--- src/rtl/idct_pkg.sv ---
// Shared constants and helpers for the IDCT stages.
// IDCT_STAGE2_ROUND_EN selects half-up rounding on every right shift.
package idct_pkg;

  localparam int unsigned FRAC = 14;
  localparam int unsigned CW   = 16;

  // Q1.14 rotation coefficients
  localparam int C1 = 16069;
  localparam int S1 = 3196;
  localparam int C3 = 13623;
  localparam int S3 = 9102;

`ifdef IDCT_STAGE2_ROUND_EN
  localparam bit RoundEn = 1'b1;
`else
  localparam bit RoundEn = 1'b0;
`endif

  // Clip a sign-extended value to the signed range of a dw-bit lane.
  function automatic logic signed [63:0] sat_dw(input logic signed [63:0] v,
                                                input int unsigned dw);
    logic signed [63:0] hi;
    logic signed [63:0] lo;
    hi = (64'sd1 <<< (dw - 1)) - 64'sd1;
    lo = -(64'sd1 <<< (dw - 1));
    if (v > hi) begin
      return hi;
    end else if (v < lo) begin
      return lo;
    end else begin
      return v;
    end
  endfunction

endpackage

--- src/rtl/idct_rot.sv ---
// Inverse odd rotation: x = C*a - S*b, y = S*a + C*b, scaled by >>FRAC and saturated.
// Products are registered; sums and scaling are combinational. Rounding follows
// IDCT_STAGE2_ROUND_EN.
module idct_rot #(
  parameter int unsigned DW   = 16,
  parameter int unsigned FRAC = idct_pkg::FRAC,
  parameter int          Cos  = idct_pkg::C3,
  parameter int          Sin  = idct_pkg::S3
) (
  input  logic                 clk_i,
  input  logic                 rst_ni,
  input  logic                 en_i,
  input  logic signed [DW-1:0] a_i,
  input  logic signed [DW-1:0] b_i,
  output logic signed [DW-1:0] x_o,
  output logic signed [DW-1:0] y_o
);
  import idct_pkg::*;

  localparam int unsigned PW = DW + CW;
  localparam int unsigned SW = PW + 1;
  localparam logic signed [PW-1:0] CosW = PW'(Cos);
  localparam logic signed [PW-1:0] SinW = PW'(Sin);
  localparam logic signed [SW-1:0] Rnd  = RoundEn ? (SW'(1) <<< (FRAC - 1)) : '0;

  logic signed [PW-1:0] p_ac_q, p_bs_q, p_as_q, p_bc_q;
  logic signed [SW-1:0] sx, sy;

  always_ff @(posedge clk_i or negedge rst_ni) begin
    if (!rst_ni) begin
      p_ac_q <= '0;
      p_bs_q <= '0;
      p_as_q <= '0;
      p_bc_q <= '0;
    end else if (en_i) begin
      p_ac_q <= PW'(a_i) * CosW;
      p_bs_q <= PW'(b_i) * SinW;
      p_as_q <= PW'(a_i) * SinW;
      p_bc_q <= PW'(b_i) * CosW;
    end
  end

  always_comb begin
    sx  = (SW'(p_ac_q) - SW'(p_bs_q) + Rnd) >>> FRAC;
    sy  = (SW'(p_as_q) + SW'(p_bc_q) + Rnd) >>> FRAC;
    x_o = DW'(sat_dw(64'(sx), DW));
    y_o = DW'(sat_dw(64'(sy), DW));
  end

endmodule

--- src/rtl/idct_stage2.sv ---
// Inverse of forward stage 2: even butterfly halving plus two odd rotations, 3-stage
// pipeline with global stall and 8-row framing. IDCT_STAGE2_ROUND_EN enables rounding.
module idct_stage2 #(
  parameter int unsigned DW   = 16,
  parameter int unsigned FRAC = idct_pkg::FRAC
) (
  input  logic          clk,
  input  logic          reset,
  input  logic [DW-1:0] N0,
  input  logic [DW-1:0] N1,
  input  logic [DW-1:0] N2,
  input  logic [DW-1:0] N3,
  input  logic [DW-1:0] N4,
  input  logic [DW-1:0] N5,
  input  logic [DW-1:0] N6,
  input  logic [DW-1:0] N7,
  input  logic          in_valid,
  output logic          in_ready,
  output logic [DW-1:0] M0,
  output logic [DW-1:0] M1,
  output logic [DW-1:0] M2,
  output logic [DW-1:0] M3,
  output logic [DW-1:0] M4,
  output logic [DW-1:0] M5,
  output logic [DW-1:0] M6,
  output logic [DW-1:0] M7,
  output logic          out_valid,
  input  logic          out_ready,
  output logic          out_last
);
  import idct_pkg::*;

  localparam int unsigned EW = DW + 1;
  localparam logic signed [EW:0] HalfRnd = RoundEn ? (EW + 1)'(1) : '0;

  logic                 stall, adv;
  logic                 v1_q, v2_q, v3_q;
  logic [2:0]           cnt_q;
  logic signed [DW-1:0] n_in [8];
  logic signed [DW-1:0] n_q  [8];
  logic signed [EW-1:0] e_q  [4];  // N0+N3, N0-N3, N1+N2, N1-N2
  logic signed [DW-1:0] m_q  [8];
  logic signed [DW-1:0] r4, r5, r6, r7;

  function automatic logic signed [DW-1:0] half_sat(input logic signed [EW-1:0] e);
    logic signed [EW:0] t;
    t = ((EW + 1)'(e) + HalfRnd) >>> 1;
    return DW'(sat_dw(64'(t), DW));
  endfunction

  assign n_in[0] = N0;
  assign n_in[1] = N1;
  assign n_in[2] = N2;
  assign n_in[3] = N3;
  assign n_in[4] = N4;
  assign n_in[5] = N5;
  assign n_in[6] = N6;
  assign n_in[7] = N7;

  // The whole pipeline freezes while the output row is refused.
  assign stall    = v3_q & ~out_ready;
  assign adv      = ~stall;
  assign in_ready = adv;

  always_ff @(posedge clk or negedge reset) begin
    if (!reset) begin
      v1_q <= 1'b0;
      v2_q <= 1'b0;
      for (int i = 0; i < 8; i++) n_q[i] <= '0;
      for (int i = 0; i < 4; i++) e_q[i] <= '0;
    end else if (adv) begin
      v1_q <= in_valid;
      v2_q <= v1_q;
      if (in_valid) begin
        for (int i = 0; i < 8; i++) n_q[i] <= n_in[i];
      end
      if (v1_q) begin
        e_q[0] <= EW'(n_q[0]) + EW'(n_q[3]);
        e_q[1] <= EW'(n_q[0]) - EW'(n_q[3]);
        e_q[2] <= EW'(n_q[1]) + EW'(n_q[2]);
        e_q[3] <= EW'(n_q[1]) - EW'(n_q[2]);
      end
    end
  end

  idct_rot #(.DW(DW), .FRAC(FRAC), .Cos(C3), .Sin(S3)) u_rot3 (
    .clk_i  (clk),
    .rst_ni (reset),
    .en_i   (adv & v1_q),
    .a_i    (n_q[4]),
    .b_i    (n_q[7]),
    .x_o    (r4),
    .y_o    (r7)
  );

  idct_rot #(.DW(DW), .FRAC(FRAC), .Cos(C1), .Sin(S1)) u_rot1 (
    .clk_i  (clk),
    .rst_ni (reset),
    .en_i   (adv & v1_q),
    .a_i    (n_q[5]),
    .b_i    (n_q[6]),
    .x_o    (r5),
    .y_o    (r6)
  );

  always_ff @(posedge clk or negedge reset) begin
    if (!reset) begin
      v3_q <= 1'b0;
      for (int i = 0; i < 8; i++) m_q[i] <= '0;
    end else if (adv) begin
      v3_q <= v2_q;
      if (v2_q) begin
        m_q[0] <= half_sat(e_q[0]);
        m_q[1] <= half_sat(e_q[2]);
        m_q[2] <= half_sat(e_q[3]);
        m_q[3] <= half_sat(e_q[1]);
        m_q[4] <= r4;
        m_q[5] <= r5;
        m_q[6] <= r6;
        m_q[7] <= r7;
      end
    end
  end

  always_ff @(posedge clk or negedge reset) begin
    if (!reset) begin
      cnt_q <= 3'd0;
    end else if (v3_q && out_ready) begin
      cnt_q <= cnt_q + 3'd1;
    end
  end

  assign out_valid = v3_q;
  assign out_last  = v3_q & (cnt_q == 3'd7);

  assign M0 = m_q[0];
  assign M1 = m_q[1];
  assign M2 = m_q[2];
  assign M3 = m_q[3];
  assign M4 = m_q[4];
  assign M5 = m_q[5];
  assign M6 = m_q[6];
  assign M7 = m_q[7];

endmodule

--- config.mk ---
export PLATFORM = sky130hd
export DESIGN_NAME = idct_stage2
export DESIGN_NICKNAME = d
export VERILOG_FILES = /design/src/rtl/idct_pkg.sv /design/src/rtl/idct_rot.sv /design/src/rtl/idct_stage2.sv
export SDC_FILE = /design/constraint.sdc
export NUM_CORES = 2
export LEC_CHECK = 0
export ABC_AREA = 1
export ABC_CLOCK_PERIOD_IN_PS = 11150
export BUFFER_PORTS_ARGS = -buffer_cell sky130_fd_sc_hd__buf_2
export CORE_MARGIN = 2
export CORE_UTILIZATION = 67
export DETAILED_ROUTE_END_ITERATION = 6
export GPL_TIMING_DRIVEN = 0
export PLACE_DENSITY = 0.84
export SLEW_MARGIN = 10
export SYNTH_ARGS = -nofsm -noshare
export SYNTH_HDL_FRONTEND = slang
export SYNTH_HIERARCHICAL = 1
export SYNTH_SLANG_ARGS = --single-unit
--- constraint.sdc ---
create_clock -name clk -period 11.15 [get_ports clk]
set_input_delay 2.23 -clock clk [delete_from_list [all_inputs] [get_ports clk]]
set_output_delay 2.23 -clock clk [all_outputs]
set_load 0.05 [all_outputs]
======== Word-level counts from Yosys, hierarchy flattened ========
Index checks and enable logic that the tools add are counted.
Widths: inputs -> output; s select.
cells by class
  $add $sub $neg .......................... 9
  multiply operators ...................... 8
  $lt $le $gt $ge ......................... 16
  equality and inequality tests ........... 1
  mux-type cells .......................... 16
  bitwise operators ....................... 5
  reductions and logical operators ........ 4
operator list
  operator                count
  $mux 16                 16
  $mul 16x15->31 const B  4
  $gt 19x16->1 const B    4
  $lt 19x16->1 const B    4
  $gt 16x16->1 const B    4
  $lt 16x16->1 const B    4
  $mul 16x14->30 const B  2
  $mul 16x11->27 const B  2
  $add 16x16->17          2
  $sub 16x16->17          2
  $add 29x31->32          1
  $add 31x31->32          1
  $sub 31x29->32          1
  $sub 31x31->32          1
  $reduce_and 2->1        3
  $add 3x1->3 const B     1
  $and 1x1->1             3
  $eq 3x3->1 const B      1
  $not 1->1               2
  $logic_and 1x1->1       1
storage, ports and cells
  flip-flop bits (word level) ............. 568
  bits of input ports ..................... 132
  output and inout port bits .............. 131
  word-level logic and storage cells ...... 91

======== Logic depth before layout (Yosys ltp) ========
  depth in word-level cells ............... 4
  depth in mapped cells ................... 27
  mapped depth without buffers ............ 27

======== By module ========
Netlist, hierarchy kept.
modules (own cells, without submodules)
  module              times used  cells each  area each (um^2)  seq. area each (um^2)
  idct_rot at u_rot3  1           3858        27737.9           2902.8
  idct_rot at u_rot1  1           3413        25740.9           2802.7
  idct_stage2         1           1635        16200.5           8157.8

======== Least setup slack after synthesis ========
No wires, ideal clock.
  kind .................................... register -> register
  start ................................... reg n_q[63] (netlist name)
  end ..................................... reg u_rot3.p_ac_q[24]
  library setup time ...................... 118 ps
  arrival ................................. 6786 ps
  required time ........................... 11032 ps
  slack ................................... 4246 ps
  stages on the path, launching flop included .. 21
  path buffers ............................ 1
  clock period less this slack ............ 6904 ps
  path through ............................ dfrtp_1 inv_1 clkbuf_1 fa_1 inv_1 fa_1 ha_1 fa_1 fa_1 inv_1 fa_1 inv_1 ha_1 a21oi_1 a21boi_0 nand2_1 nand2_1 nand3_1 or2_2 nand3_1 nand2_1
on the way
  longest elaborated chain between the ends .. 1
ends and longest elaborated chain
  element               line               source
  from (decl)           idct_stage2.sv:40  logic signed [DW-1:0] n_q [8];
  $mul 16x15->31        idct_rot.sv:36     p_ac_q <= PW'(a_i) * CosW;
  to (signal assigned)  idct_rot.sv:36
  to (decl)             idct_rot.sv:26     logic signed [PW-1:0] p_ac_q, p_bs_q, p_as_q, p_bc_q;
No other way between the ends.
A chain may end at the register's enable or synchronous reset.

======== Final worst setup path ========
  start ................................... reg n_q[15] (netlist name)
  end ..................................... reg u_rot3/p_bc_q[30] (netlist name)
on the way
  longest elaborated chain between the ends .. 1
ends and longest elaborated chain
  element         line            source
  $mul 16x15->31  idct_rot.sv:39  p_bc_q <= PW'(b_i) * CosW;
No other way between the ends.

==> metrics.md <==
| Metric | Value |
|---|---|
| PortBufs | 262 |
| Number of max-cap violations | 0 |
| Yosys top cell by area | dfrtp_1 |
| WHS Endpoint | e_q[67] |
| Worst path arrival time | 7640 ps |
| Die Width | 326 um |
| RSZ-0062 raised after global routing | no |
| Synth Register Bits | 554 |
| Routability Congestion | 0.993 |
| Clock-pin slew on the worst setup and hold paths | 60 ps |
| Setup slack, reg-to-reg | 4080 ps |
| Mapped cell area | 69700 um2 |
| # resized after CTS | 0 |
| Vias in the first global route | 61977 |
| Hold depth | 2 |
| Post-route ant nets | 0 |
| Vias | 60287 |
| Die extent in y | 326 um |
| Worst reg2reg endpoint | u_rot3/p_bc_q[30] |
| WP data required | 11720 ps |
| Average vias per placed instance | 5.64 |
| CP Capture Type | register |
| Synth Net Count | 10569 |
| Layout cells sized above 1 | 8.72% |
| Register area | 13900 um2 |
| Core ar. | 103000 um2 |
| GRT overflow | 0 |
| P&R area growth vs syn | 7.97% |
| Final period utilization | 63.4% |
| Slew HR | 20.7% |
| Reg2Reg Depth | 22 |
| HP Start | e_q[67] |
| First-pass GRT wire length | 325000 um |
| Slew @ Worst Pin | 1190 ps |
| Final worst path period need | 7070 ps |
| Floorplan row count | 118 |
| Slew Limit Fails | 0 |
| Clock Path Buffers | 3 |
| FF-to-FF Start | n_q[15] |
| Die area | 107000 um2 |
| Commonest non-fill, non-tap cell in the layout | nand2_1 |
| Post-Syn Area per Cell | 7.82 um2 |
| Critical Setup Path Class | reg2reg |
| Layout Nets | 10906 |
| Cell count after synthesis | 8906 |
| Top FF cell, synth | dfrtp_1 |
| H-tree Lvls | 3 |
| Synth area leaders | dfrtp_1, fa_1, ha_1 |
| IO Pins | 263 |
| Clk sinks | 554 |
| Final setup vio count | 0 |
| Antenna violations before repair | 8 |
| Library cells used by synthesis | 53 |
| Initial drt markers | 4561 |
| Skew-Pair Late Insertion Delay | 690 ps |
| DR pass1 iterations | 6 |
| CTS Buf Count | 66 |
| Initial core utilization | 67.4% |
| Clock Root Buffer | clkbuf_16 |
| Register area share after synthesis | 19.9% |
| Final hold vios | 0 |
| Hold crit path type | reg2reg |
| Crit-path max FO | 22 |
| Post-synth top area share | 19.9% |
| Total GRT Usage | 38.8% |
| Post-synth EDFFs | 0 |
| Dpl hpwl | 170000 um |
| CTS tree | built |
| Drt drc | 0 |
| Post-CTS setup buffers | 0 |
| Most frequent cells in the layout | nand2_1, inv_1, ha_1 |
| Hold Buf Count CTS | 0 |
| Fill cells | 8051 |
| Routed WL per cell | 19.2 um |
| Setup TNS | 0 ps |
| Async SR Flop Fraction | 100% |
| Crit start category | register |
| Fin Clk Skew | 59.2 ps |
| Status | completed |
| Achievable frequency | 141 MHz |
| Yosys warns | 6 |
| Pin count of the biggest net entering global routing | 113 |
| Final wirelength | 205000 um |
| Worst setup path start | n_q[15] |
| Multi-input logic area | 47900 um2 |
-- critical path, stage by stage, from the launching register on --
cell,delay (ps)
dfrtp_1,1050
inv_1,280
clkbuf_2,470
buf_12,320
fa_1,490
inv_1,70
fa_1,480
ha_1,310
fa_1,530
fa_1,540
inv_1,70
fa_1,480
inv_1,40
ha_1,360
a21oi_1,350
o21ai_0,180
a21oi_1,190
nand3_1,180
nand2_1,130
nand2_1,60
nand2_1,70
nand3_1,140
nand2_1,130
-- worst max-delay path by stage --
stage	to	slack, ps	depth (start not counted)
floorplan	u_rot3/p_ac_q[24]	4250	20
global placement	n_q[25]	-3310	1
detailed placement	u_rot3/p_bc_q[30]	4200	21
CTS	u_rot3/p_bc_q[30]	4120	21
global route	u_rot3/p_bc_q[30]	3650	22
finish	u_rot3/p_bc_q[30]	4080	22
-- final cells by class --
cell class                      count  share of cell area [%]
Antenna cell                        5                  0.0166
Buffer                            124                    1.02
Clock buffer                       89                    2.44
Clock inverter                     32                   0.622
Inverter                         1916                    9.57
Multi-Input combinational cell   6312                    63.6
Sequential cell                   554                    18.4
Tap cell                         1380                    2.30
Timing Repair Buffer              269                    1.99
-- cell families after synthesis --
logic type                 Yosys count  synth area share (%)
AOI/OAI and AO/OA                  940                  7.28
xor gates and xnor gates           210                  2.64
adders and majority gates         1531                  34.6
buffers and inverters             2040                  11.4
DFF                                554                  19.9
muxes                              211                  3.75
and+or+nand+nor                   3420                  20.4
-- stage by stage --
stage          hold WS (ps)  util, %  setup slack, ps  instance area [um2]  cells
2_1_floorplan           442        -             4250                69700   8906
5_1_grt                 493     72.8             3650                75200  10679
3_3_place_gp            454     70.4            -3310                72700  10548
3_5_place_dp            463     70.5             4200                72900  10555
6_report                481     72.8             4080                75200  10681
4_1_cts                 479     72.8             4120                75200  10676
-- Yosys cell counts (all sizes together) (11+ instances only) --
cell type,number
a31oi,22
a21oi,437
fa,660
o21ai,362
or2,65
nand2,2198
o21bai,51
ha,871
nor4,17
o21a,12
nand3b,26
nand4,89
mux2,211
buf,75
nor3,77
xor2,100
inv,1916
dfrtp,554
nand3,393
xnor2,110
a21o,25
nor2,538
clkbuf,49
and2,11
-- routing by layer --
metal / GRT usage (%) / vias to the layer above / wire length [um]
met5: 0 / - / 22
met4: 21.2 / 4 / 12800
met3: 5.59 / 628 / 13000
met2: 66.3 / 2307 / 99100
met1: 47.3 / 28911 / 80500
li1: - / 28437 / -
-- sequential cells by signal, summed over array words and instances, names as in the netlist, 16 cells and up --
| name | cells |
|---|---|
| M0 | 16 |
| M1 | 16 |
| M2 | 16 |
| M3 | 16 |
| M4 | 16 |
| M5 | 16 |
| M6 | 16 |
| M7 | 16 |
| e_q | 64 |
| n_q | 128 |
| u_rot1/p_ac_q | 30 |
| u_rot1/p_as_q | 26 |
| u_rot1/p_bc_q | 30 |
| u_rot1/p_bs_q | 26 |
| u_rot3/p_ac_q | 31 |
| u_rot3/p_as_q | 27 |
| u_rot3/p_bc_q | 31 |
| u_rot3/p_bs_q | 27 |
Power is not shown: default switching activity piles up to over one toggle a cycle in this logic, so the estimate is an artifact.
